===== src/rtl/mc16_pkg.sv =====
// Shared definitions for the 16-bit multi-cycle control unit: opcodes,
// ALU operation codes (also used by the ALU) and controller state encodings.
package mc16_pkg;

  localparam logic [3:0] OP_RTYPE = 4'h0;
  localparam logic [3:0] OP_ADDI  = 4'h1;
  localparam logic [3:0] OP_LW    = 4'h2;
  localparam logic [3:0] OP_SW    = 4'h3;
  localparam logic [3:0] OP_BEQ   = 4'h4;

  typedef enum logic [2:0] {
    ALU_ADD = 3'b000,
    ALU_SUB = 3'b001,
    ALU_AND = 3'b010,
    ALU_OR  = 3'b011,
    ALU_XOR = 3'b100,
    ALU_SLT = 3'b101
  } alu_op_e;

  typedef enum logic [2:0] {
    ST_FETCH  = 3'd0,
    ST_DECODE = 3'd1,
    ST_EXEC   = 3'd2,
    ST_MEM    = 3'd3,
    ST_WB     = 3'd4,
    ST_TRAP   = 3'd7
  } ctrl_state_e;

endpackage


===== src/rtl/mc16_alu_dec.sv =====
// Combinational instruction decode: opcode/funct3 to ALU operation,
// B-operand select and legality.
module mc16_alu_dec
  import mc16_pkg::*;
(
  input  logic [3:0] i_op,
  input  logic [2:0] i_funct3,
  output alu_op_e    o_alu_ctrl,
  output logic       o_alu_src_imm,
  output logic       o_legal
);

  always_comb begin
    o_alu_ctrl    = ALU_ADD;
    o_alu_src_imm = 1'b0;
    o_legal       = 1'b0;
    case (i_op)
      OP_RTYPE: begin
        // funct3 maps straight onto the ALU op; 110/111 have no ALU meaning
        o_alu_ctrl = alu_op_e'(i_funct3);
        o_legal    = (i_funct3 <= 3'd5);
      end
      OP_ADDI, OP_LW, OP_SW: begin
        o_alu_ctrl    = ALU_ADD;
        o_alu_src_imm = 1'b1;
        o_legal       = 1'b1;
      end
      OP_BEQ: begin
        o_alu_ctrl = ALU_SUB;
        o_legal    = 1'b1;
      end
      default: begin
        o_legal = 1'b0;
      end
    endcase
  end

endmodule


===== src/rtl/mc_ctrl16.sv =====
// Multi-cycle control unit: fetches into IR, decodes, and sequences ALU,
// register-file, data-memory and PC strobes through FETCH/DECODE/EXEC/MEM/WB.
module mc_ctrl16
  import mc16_pkg::*;
#(
  parameter int IMM_W            = 6,
  parameter int RESET_TRAP_CLEAR = 1
) (
  input  logic        clk,
  input  logic        rst,
  output logic        imem_req,
  input  logic        imem_valid,
  input  logic [15:0] imem_rdata,
  output logic        dmem_req,
  output logic        dmem_we,
  input  logic        dmem_ready,
  output logic [2:0]  alu_ctrl,
  output logic        alu_src_imm,
  input  logic        alu_zero,
  output logic [2:0]  rs1_addr,
  output logic [2:0]  rs2_addr,
  output logic [2:0]  rd_addr,
  output logic [15:0] imm,
  output logic        reg_we,
  output logic        wb_from_mem,
  output logic        pc_we,
  output logic        pc_branch,
  output logic        retire,
  output logic        illegal,
  output logic [2:0]  state_dbg
);

  ctrl_state_e r_state;
  logic [15:0] r_ir;
  logic        r_imem_req;
  logic        r_dmem_req;
  logic        r_dmem_we;
  alu_op_e     r_alu_ctrl;
  logic        r_alu_src_imm;
  logic        r_reg_we;
  logic        r_wb_from_mem;
  logic        r_pc_we;
  logic        r_retire;
  logic        r_beq_exec;
  logic        r_illegal;

  logic [3:0]  w_op;
  logic [2:0]  w_rd;
  logic [2:0]  w_rs1;
  logic [2:0]  w_rs2;
  logic [2:0]  w_funct3;
  alu_op_e     w_dec_ctrl;
  logic        w_dec_src_imm;
  logic        w_dec_legal;
  logic        w_sw_done;

  assign w_op     = r_ir[15:12];
  assign w_rd     = r_ir[11:9];
  assign w_rs1    = r_ir[8:6];
  assign w_rs2    = r_ir[5:3];
  assign w_funct3 = r_ir[2:0];

  mc16_alu_dec u_alu_dec (
    .i_op          (w_op),
    .i_funct3      (w_funct3),
    .o_alu_ctrl    (w_dec_ctrl),
    .o_alu_src_imm (w_dec_src_imm),
    .o_legal       (w_dec_legal)
  );

  // A store retires in the very cycle memory accepts it, so its strobes
  // cannot wait for a register stage.
  assign w_sw_done = r_dmem_req && r_dmem_we && dmem_ready;

  always_ff @(posedge clk) begin
    if (rst) begin
      r_state       <= ST_FETCH;
      r_ir          <= 16'h0;
      r_imem_req    <= 1'b0;
      r_dmem_req    <= 1'b0;
      r_dmem_we     <= 1'b0;
      r_alu_ctrl    <= ALU_ADD;
      r_alu_src_imm <= 1'b0;
      r_reg_we      <= 1'b0;
      r_wb_from_mem <= 1'b0;
      r_pc_we       <= 1'b0;
      r_retire      <= 1'b0;
      r_beq_exec    <= 1'b0;
      r_illegal     <= 1'b0;
    end else begin
      r_reg_we   <= 1'b0;
      r_pc_we    <= 1'b0;
      r_retire   <= 1'b0;
      r_beq_exec <= 1'b0;
      unique case (r_state)
        ST_FETCH: begin
          if (r_imem_req && imem_valid) begin
            r_ir       <= imem_rdata;
            r_imem_req <= 1'b0;
            r_state    <= ST_DECODE;
          end else begin
            r_imem_req <= 1'b1;
          end
        end
        ST_DECODE: begin
          if (!w_dec_legal) begin
            r_state   <= ST_TRAP;
            r_illegal <= 1'b1;
          end else begin
            r_state       <= ST_EXEC;
            r_alu_ctrl    <= w_dec_ctrl;
            r_alu_src_imm <= w_dec_src_imm;
            // A branch resolves in EXEC, so its PC/retire strobes arm now
            if (w_op == OP_BEQ) begin
              r_pc_we    <= 1'b1;
              r_retire   <= 1'b1;
              r_beq_exec <= 1'b1;
            end
          end
        end
        ST_EXEC: begin
          if (w_op == OP_BEQ) begin
            r_state    <= ST_FETCH;
            r_imem_req <= 1'b1;
          end else if (w_op == OP_LW || w_op == OP_SW) begin
            r_state    <= ST_MEM;
            r_dmem_req <= 1'b1;
            r_dmem_we  <= (w_op == OP_SW);
          end else begin
            r_state       <= ST_WB;
            r_reg_we      <= (w_rd != 3'd0);
            r_wb_from_mem <= 1'b0;
            r_pc_we       <= 1'b1;
            r_retire      <= 1'b1;
          end
        end
        ST_MEM: begin
          if (dmem_ready) begin
            r_dmem_req <= 1'b0;
            r_dmem_we  <= 1'b0;
            if (w_op == OP_SW) begin
              r_state    <= ST_FETCH;
              r_imem_req <= 1'b1;
            end else begin
              r_state       <= ST_WB;
              r_reg_we      <= (w_rd != 3'd0);
              r_wb_from_mem <= 1'b1;
              r_pc_we       <= 1'b1;
              r_retire      <= 1'b1;
            end
          end
        end
        ST_WB: begin
          r_state       <= ST_FETCH;
          r_imem_req    <= 1'b1;
          r_wb_from_mem <= 1'b0;
        end
        ST_TRAP: begin
          r_illegal <= 1'b1;
          if (RESET_TRAP_CLEAR == 0) begin
            r_state    <= ST_FETCH;
            r_illegal  <= 1'b0;
            r_imem_req <= 1'b1;
          end
        end
        default: begin
          r_state   <= ST_TRAP;
          r_illegal <= 1'b1;
        end
      endcase
    end
  end

  assign imem_req    = r_imem_req;
  assign dmem_req    = r_dmem_req;
  assign dmem_we     = r_dmem_we;
  assign alu_ctrl    = r_alu_ctrl;
  assign alu_src_imm = r_alu_src_imm;
  assign rs1_addr    = w_rs1;
  // Stores and branches read their second register from the rd field
  assign rs2_addr    = (w_op == OP_SW || w_op == OP_BEQ) ? w_rd : w_rs2;
  assign rd_addr     = w_rd;
  assign imm         = {{(16 - IMM_W){r_ir[IMM_W-1]}}, r_ir[IMM_W-1:0]};
  assign reg_we      = r_reg_we;
  assign wb_from_mem = r_wb_from_mem;
  assign pc_we       = r_pc_we | w_sw_done;
  assign pc_branch   = r_beq_exec & alu_zero;
  assign retire      = r_retire | w_sw_done;
  assign illegal     = r_illegal;
  assign state_dbg   = r_state;

endmodule


===== config.mk =====
export PLATFORM = sky130hd
export DESIGN_NAME = mc_ctrl16
export DESIGN_NICKNAME = d
export VERILOG_FILES = /design/src/rtl/mc16_pkg.sv /design/src/rtl/mc16_alu_dec.sv /design/src/rtl/mc_ctrl16.sv
export SDC_FILE = /design/constraint.sdc
export NUM_CORES = 1
export LEC_CHECK = 0
export ABC_AREA = 1
export CELL_PAD_IN_SITES_DETAIL_PLACEMENT = 1
export CELL_PAD_IN_SITES_GLOBAL_PLACEMENT = 2
export CORE_ASPECT_RATIO = 0.8
export CORE_MARGIN = 3
export CORE_UTILIZATION = 26
export DETAILED_ROUTE_END_ITERATION = 16
export PLACE_DENSITY_LB_ADDON = 0.25
export SETUP_SLACK_MARGIN = 0.5
export SLEW_MARGIN = 20
export SYNTH_ARGS = -nofsm -noshare
export SYNTH_HDL_FRONTEND = slang
export SYNTH_SLANG_ARGS = --single-unit
export TNS_END_PERCENT = 1

===== constraint.sdc =====
create_clock -name clk -period 2.65 [get_ports clk]
set_clock_uncertainty 0.2 [all_clocks]
set_input_delay 0.3975 -clock clk [delete_from_list [all_inputs] [get_ports clk]]
set_output_delay 0.3975 -clock clk [all_outputs]
set_load 0.05 [all_outputs]

Word level (Yosys, flattened, before mapping)
Index checks and enable logic that the tools add are counted.

storage, ports and cells
  input port bits = 21
  flip-flop bits (word level) = 31

operators by class
  $lt $le $gt $ge = 1
  multiplexer cells = 42
  equality and inequality tests = 18
  reductions and logical operators = 22
  bitwise gates (word level) = 5

operators with widths
  operator            count
  $mux 1              25
  $mux 3              7
  $ne 2x2->1 const B  9
  $pmux 3 s6          1
  $pmux 1 s2          5
  $eq 4x2->1 const B  2
  $reduce_and 4->1    2
  $reduce_or 4->1     2
  $eq 3x2->1 const B  2
  $eq 3x3->1 const B  2
  $pmux 1 s3          2
  $pmux 3 s2          1
  $reduce_and 2->1    3
  $reduce_bool 3->1   2
  $reduce_and 5->1    1
  $eq 4x1->1 const B  1
  $eq 4x3->1 const B  1
  $logic_not 4->1     1
  $pmux 1 s4          1
  $reduce_bool 4->1   1
  $eq 3x1->1 const B  1
  $le 3x3->1 const B  1
  $logic_and 1x1->1   3
  $logic_not 3->1     1
  other kinds (8)     11

Longest topological paths before layout
Gate-level depths: netlist (run 1).

  word-level depth = 5
  depth in mapped cells = 9

Hierarchy
From an unflattened synthesis (run 1), not the netlist that was laid out.

second synthesis, totals
  cell total of the unflattened synthesis = 224
  area total of the unflattened synthesis = 1,674.1 sq um

modules (own cells, without submodules)
  module        cells an instance  sequential area each (sq um)  times used  area each (sq um)
  mc_ctrl16     204                620.6                         1           1,591.5
  mc16_alu_dec  20                 0.0                           1           82.6

Least setup slack after synthesis (run 1)
Ideal clock, no wire load.

  path type = register -> output
  start = register r_ir[13]
  end = output rs2_addr[0]
  cell stages (with the launch flop) = 5
  data arrival time = 1.780 ns
  data required time = 2.053 ns
  path buffers = 0
  setup slack = 0.272 ns
  path through = dfxtp_1 -> nor2_1 -> nand3_2 -> nand2_1 -> o21ai_0

between the ends
  longest elaborated chain between the ends = 3
  elaborated cells between the ends (all ways) = 4

ends and longest elaborated chain
  what                                      line              text
  start: declaration                        mc_ctrl16.sv:34   logic [15:0] r_ir;
  start signal: assignment                  mc_ctrl16.sv:98   r_ir <= imem_rdata;
  $eq 4x2->1 or $eq 4x3->1 (tied branches)  mc_ctrl16.sv:181  assign rs2_addr = (w_op == OP_SW || w_op == OP_BEQ) ? w_rd : w_rs2;
  $logic_or 1x1->1 *                        mc_ctrl16.sv:181
  $mux 3 *                                  mc_ctrl16.sv:181
  end: declaration                          mc_ctrl16.sv:21   output logic [2:0] rs2_addr,

Mark *: on every way between the ends. The rest lies on a longest branch, timed or not.

Final worst setup path (run 1)
  start = register r_ir[5]
  end = output imm[7]

RTL lines
  what              line             text
  end: declaration  mc_ctrl16.sv:23  output logic [15:0] imm,

No word-level cell between the ends.

==> results.md, run 1 <==
- Status: finished, final reports clean
- Worst VDD drop: between 0.4 and 0.5 mV
- Largest net degree at the start of global routing: 34
- RSZ-0062 raised after global routing: yes
- Syn Inst Count: between 200 and 250
- Initial antenna violation count: 0
- Buffers & Inverters on Critical Path: 1
- GPL Wtd Cong: just under 0.8
- Comb power frac: about three fifths
- Via Count: approximately 1.5k
- Period utilization: a little under nine tenths
- Cell area after synthesis: around 1700 um2
- TritonCTS Buffers: 5
- Sw Pwr: ~0.0014 W
- Switching Share: between 50% and 60%
- Synth Area in Adders: 0%
- Max Clk Rate: 442 MHz
- Setup crit start: r_ir[5]
- Sink Count: 31
- Hold wc startpoint: r_ir[6]
- Lkg Pwr: about 0.9 nW
- Hold WC Path Type: flop to flop
- DRC: 0
- Max incr delay on CP: just under 0.9 ns
- Fin. Hold Viols: 0
- CP top delay family: buffers and inverters
- Critical-path top delay cell: clkdlybuf4s50_1
- GRT Overall Usage: between 10% and 20%
- Routed wire length: approximately 4.4 mm
- H-tree levels: 2
- CTS tree: yes
- Die Height: about 79 um
- Hold_buf cts: 0
- Layout cell share with drive strength beyond 1: a little over a fifth
- Overflow after GRT: 0
- First-pass GRT wire length: between 7 and 8 mm
- Slew @ Worst Pin: 0.510 ns
- Core box area: between 6000 and 7000 um2
- CP endpoint kind: output port
- DR pass1 iterations: 4
- Seq pwr share: roughly 27%
- Post-synthesis compound-gate area fraction: about a fifth
- Xor/xnor share of the synthesized area: 0%
- CTS clk-pin slew, worst paths: about 0.060 ns
- Final setup fails: 0
- Worst EP arrival: between 1.5 and 2 ns
- # nets final: between 200 and 300
- Netlist cell types: 25
- Worst reg2reg path startpoint: state_dbg[1]
- Avg Cell Area, Syn: between 7 and 8 um2
- Simple-Gate Fraction of Synth Area: about a quarter
- Number of synthesized register bits: 31
- Drt via density: between 4 and 5
- # Max-Cap Violations: 0
- CTS root buf: clkbuf_8
- Largest family of logic cells by synthesized area: simple AND/OR/NAND/NOR gates
- Final antenna diode count: 0
- Placed wire-length estimate: about 3.5 mm
- Die extent in x: 96.7 um
- Pint: between 0.001 and 0.0015 W
- Setup total negative slack: 0 ns
- Worst EP required: a little over 2 ns
- DIE AREA: around 7600 um2
- Drt first-iter violations: 28
- Crit path kind: flop to output port
- WL per Instance: 12.6 um
- Port bufs: 61
- Post-Syn Nets: 250
- Initial Utilization: approximately 28%
- Critical Path, Cell by Cell: clkdlybuf4s50_1
- Num ports: 62
- Power Density: 1180 nW/um2
- Row count: 25
- ANT nets after route: 0
- Slew HR: 66.0%
- Post-DP Area: 2190 um2
- Post-synthesis mux area share: 0%
- Sequential area share after synthesis: 36.2%
- Clock share of power: between 10 and 15%
- Number of global-route vias before repair: 1516
- Design area: 2280 um2
- Yosys warns: 0
- Critical path peak fanout: 12
- CP Launch Type: flop
- Final slew viol count: 0
- Area growth, synth to finish: 33.1%
- Clock latency at the later pin of the worst-skew pair: around 0.28 ns
- Worst-case clock buffer depth: 2
- Clock period minus worst slack: between 2 and 2.5 ns
[sequential cells by signal, indices dropped and copies added, names as in the netlist]
register     count
imem_req         1
alu_ctrl         3
r_retire         1
state_dbg        3
reg_we           1
alu_src_imm      1
illegal          1
r_ir            16
r_beq_exec       1
dmem_we          1
wb_from_mem      1
dmem_req         1
[final cells by class]
cell class	count	area, um2
fill	770	3850
multi-input combinational	139	749
tap	81	101
sequential	31	621
clock inverter	1	5.00
timing repair buffer	63	612
inverter	29	109
clock buffer	6	82.6
[power groups by stage]
stage               registers, W  clock network [W]  logic [W]
floorplan               0.000898                  0    0.00111
global placement        0.000730                  0    0.00160
detailed placement      0.000734                  0    0.00160
CTS                     0.000724           0.000400    0.00161
global route            0.000746           0.000416    0.00172
finish                  0.000721           0.000377    0.00158
[cell usage after synthesis (all sizes together)]
cell	instances	area share, %
nand2	38	9.2
nor2	37	9.9
dfxtp	31	36
buf	29	13
inv	29	6.4
o21ai	26	9.6
a21oi	23	9.1
nand3	7	3.1
a31oi	2	0.73
nand4	2	0.73
nor3	2	0.58
a31o	1	0.51
and3	1	0.37
clkbuf	1	0.22
[kinds of logic after synthesis]
logic type / after synthesis
simple gates: 87
compound gates: 52
buf+inv: 59
flops: 31
[layer usage]
layer | vias up | wire (um) | track usage [%] | part of all wire (%)
li1 | 782 | - | - | -
met1 | 680 | 2250 | 16.8 | 51
met2 | 29 | 1930 | 18.6 | 44
met3 | 5 | 151 | 3.29 | 3.4
met4 | 0 | 61 | 5.05 | 1.4
met5 | - | 0 | 0 | 0
[layout by cell type (no fill, tap or decap), types with 8 or more instances in the layout]
master           Yosys  final
dfxtp_1             31     31
o21ai_0              9      9
nor2_1              31     31
a21oi_1             12     12
clkdlybuf4s50_1      0     53
nand2_1             32     32
o21ai_2              9      9
a21oi_2             11     11
inv_1               23     23
o21ai_1              8      8
buf_4               24      8
[timing repair]
action,4_1_cts,5_1_grt
setup buffers,0,0
gates resized for setup,1,1
setup endpoints to repair,18,17
[final timing paths]
| check | to | cells after the start | slack, ns |
|---|---|---|---|
| max reg2reg | r_ir[10] | 6 | 0.86 |
| max | imm[7] | 1 | 0.39 |
| min reg2reg | r_ir[6] | 2 | 0.25 |
| min | r_ir[6] | 2 | 0.25 |
[per-stage QoR]
step | setup WS, ns | total power [W] | hold WS, ns | std cells | utilization [%]
detailed placement | 0.618 | 0.00234 | 0.244 | 343 | 35.7
floorplan | 0.272 | 0.00200 | 0.231 | 229 | -
global route | 0.265 | 0.00288 | 0.273 | 350 | 37.2
global placement | 0.639 | 0.00233 | 0.246 | 343 | 35.7
CTS | 0.342 | 0.00273 | 0.261 | 350 | 37.1
finish | 0.390 | 0.00268 | 0.254 | 350 | 37.2
(Power assumes the default switching activity.)
==> inputs of run 2 (changes only) <==
--- a/config.mk
+++ b/config.mk
@@ -8,7 +8,7 @@
 export ABC_AREA = 1
 export CELL_PAD_IN_SITES_DETAIL_PLACEMENT = 1
 export CELL_PAD_IN_SITES_GLOBAL_PLACEMENT = 2
-export CORE_ASPECT_RATIO = 0.8
+export CORE_ASPECT_RATIO = 1.25
 export CORE_MARGIN = 3
 export CORE_UTILIZATION = 26
 export DETAILED_ROUTE_END_ITERATION = 16
==> run 2 against run 1 <==
Die area hardly changed. Via count is 1.2% higher. Routed wire length is 5.1% lower. Flip-flop and latch count stayed put. Clock power is 6.4% lower. Worst hold slack better by 0.0038 ns. First-iteration DRC count is 120% higher. Clock-buffer cell count is 1 higher. Critical path type unchanged. Largest power group unchanged.
==> results.md, run 2 (synthesized netlist as in run 1, its figures left out) <==
- Buffers & Inverters on Critical Path: 1
- CTS clk-pin slew, worst paths: roughly 0.070 ns
- Worst EP arrival: about 1.7 ns
- Area of the multi-input gates: approximately 750 um2
- Final slew viol count: 0
- FILL cells: approximately 770
- Power Density: roughly 1200 nW/um2
- Hold WC Path Type: flop to flop
- Critical path peak fanout: 12
- CP top delay family: buffers and inverters
- Critical Path, Cell by Cell: clkdlybuf4s50_1
- Worst VDD drop: ~0.48 mV
- Setup total negative slack: 0 ns
- Largest Register: r_ir
- Design area: around 2300 um2
- H-tree levels: 2
- # Max-Cap Violations: 0
- Critical-path top delay cell: clkdlybuf4s50_1
- Clock latency at the later pin of the worst-skew pair: ~0.28 ns
- GRT Overall Usage: a little under an eighth
- First-pass GRT wire length: a little over 7 mm
- Post-CTS Setup Bufs: 0
- Area growth, synth to finish: 35.1%
- Core box area: 6290 um2
- CTS root buf: clkbuf_8
- Slew HR: between 60% and 70%
- Final setup fails: 0
- Routed wire length: ~4.2 mm
- DRC: 0
- Drt via density: around 4.3
- Overflow after GRT: 0
- Fin Hold WS: roughly 0.26 ns
- Row count: 32
- CTS tree: yes
- Slew @ Worst Pin: 0.508 ns
- CP Launch Type: flop
- Met2 wire length: between 2 and 2.5 mm
- Fin. Hold Viols: 0
- Max FFs per register: 16
- RSZ-0062 raised after global routing: yes
- DR pass1 iterations: 4
- Status: finished, final reports clean
- FF/Latch Area: slightly above 600 um2
- Port bufs: 61
- Clock period minus worst slack: roughly 2.3 ns
- Layout cell share with drive strength beyond 1: between 20% and 30%
- Worst-case clock buffer depth: 2
- WL per Instance: 11.7 um
- Period utilization: between 80% and 90%
- # nets final: 291
- Initial Utilization: between 20% and 30%
- Num ports: 62
- Most frequent cells in the layout: clkdlybuf4s50_1, nor2_1, nand2_1, dfxtp_1, inv_1
- Post-DP Area: between 2000 and 2500 um2
- Met3 routed WL: 223 um
- Commonest non-fill, non-tap cell in the layout: clkdlybuf4s50_1
- Worst EP required: between 2 and 2.5 ns
- ANT nets after route: 0
- Wl on met1: 1.76 mm
- Largest net degree at the start of global routing: 34
- CP endpoint kind: output port
- GPL Wtd Cong: roughly 0.79
- Drt first-iter violations: 61
- Crit path kind: flop to output port
- Initial antenna violation count: 0
- Number of global-route vias before repair: 1586
- DIE AREA: 7600 um2
- Final antenna diode count: 0
- Sink Count: 31
- Max incr delay on CP: roughly 0.88 ns
- Placed wire-length estimate: ~3.3 mm
- Lkg Pwr: 0.909 nW
- Die Height: 96.7 um
- TritonCTS Buffers: 5
- Max Clk Rate: between 400 and 500 MHz
- Via Count: ~1.5k
- Highest routed layer: met4
- Die extent in x: slightly below 80 um
- Power Total: approximately 0.0027 W
-- run 2: changes by cell type in the layout (fill, tap and decap cells not counted) --
| cell | change |
|---|---|
| nand2_2 | +1 |
| buf_4 | -1 |
| buf_12 | +2 |
| nand2_1 | -1 |
| clkbuf_1 | +2 |
| clkbuf_8 | -1 |
-- run 2: what timing repair did --
item	CTS	global route
hold endpoints to repair	0	0
gates resized for setup	1	2
hold buffers	0	0
setup endpoints to repair	18	17
pin swaps	0	0
gates cloned	0	0
-- run 2: report_power, final --
| group | internal (W) | leakage, nW | switching (W) | total, W |
|---|---|---|---|---|
| combinational | 0.000516 | 0.613 | 0.00108 | 0.00159 |
| sequential | 0.000596 | 0.253 | 0.000122 | 0.000718 |
| clock | 0.000184 | 0.0422 | 0.000169 | 0.000353 |
-- run 2: final cells by class --
| cell class | count | share of cell area [%] |
|---|---|---|
| flip-flops and latches | 31 | 26.8 |
| inverters | 29 | 4.71 |
| clock buffers | 7 | 3.30 |
| well taps | 85 | 4.60 |
| multi-input cells | 139 | 32.5 |
| clock inverters | 1 | 0.216 |
| repair buffers | 64 | 27.9 |
-- run 2: metal layers --
layer  vias to the layer above  global-route usage, %
met4                         0                   4.85
met5                         -                      0
met3                         7                   3.26
li1                        780                      -
met1                       690                   13.6
met2                        37                   20.5
-- run 2: through the flow --
step	std cells	setup slack [ns]	util (%)
after floorplan	229	0.272	-
after global placement	348	0.638	35.4
after detailed placement	348	0.620	35.4
after CTS	356	0.341	36.7
after global routing	356	0.283	36.8
final	356	0.377	36.8
-- run 2: path summary, 6_finish.rpt --
kind	start	cells after the start	to	slack (ns)
max	r_ir[5]	1	imm[7]	0.38
min	r_ir[6]	2	r_ir[6]	0.26
max reg2reg	state_dbg[1]	6	r_ir[1]	0.86
min reg2reg	r_ir[6]	2	r_ir[6]	0.26
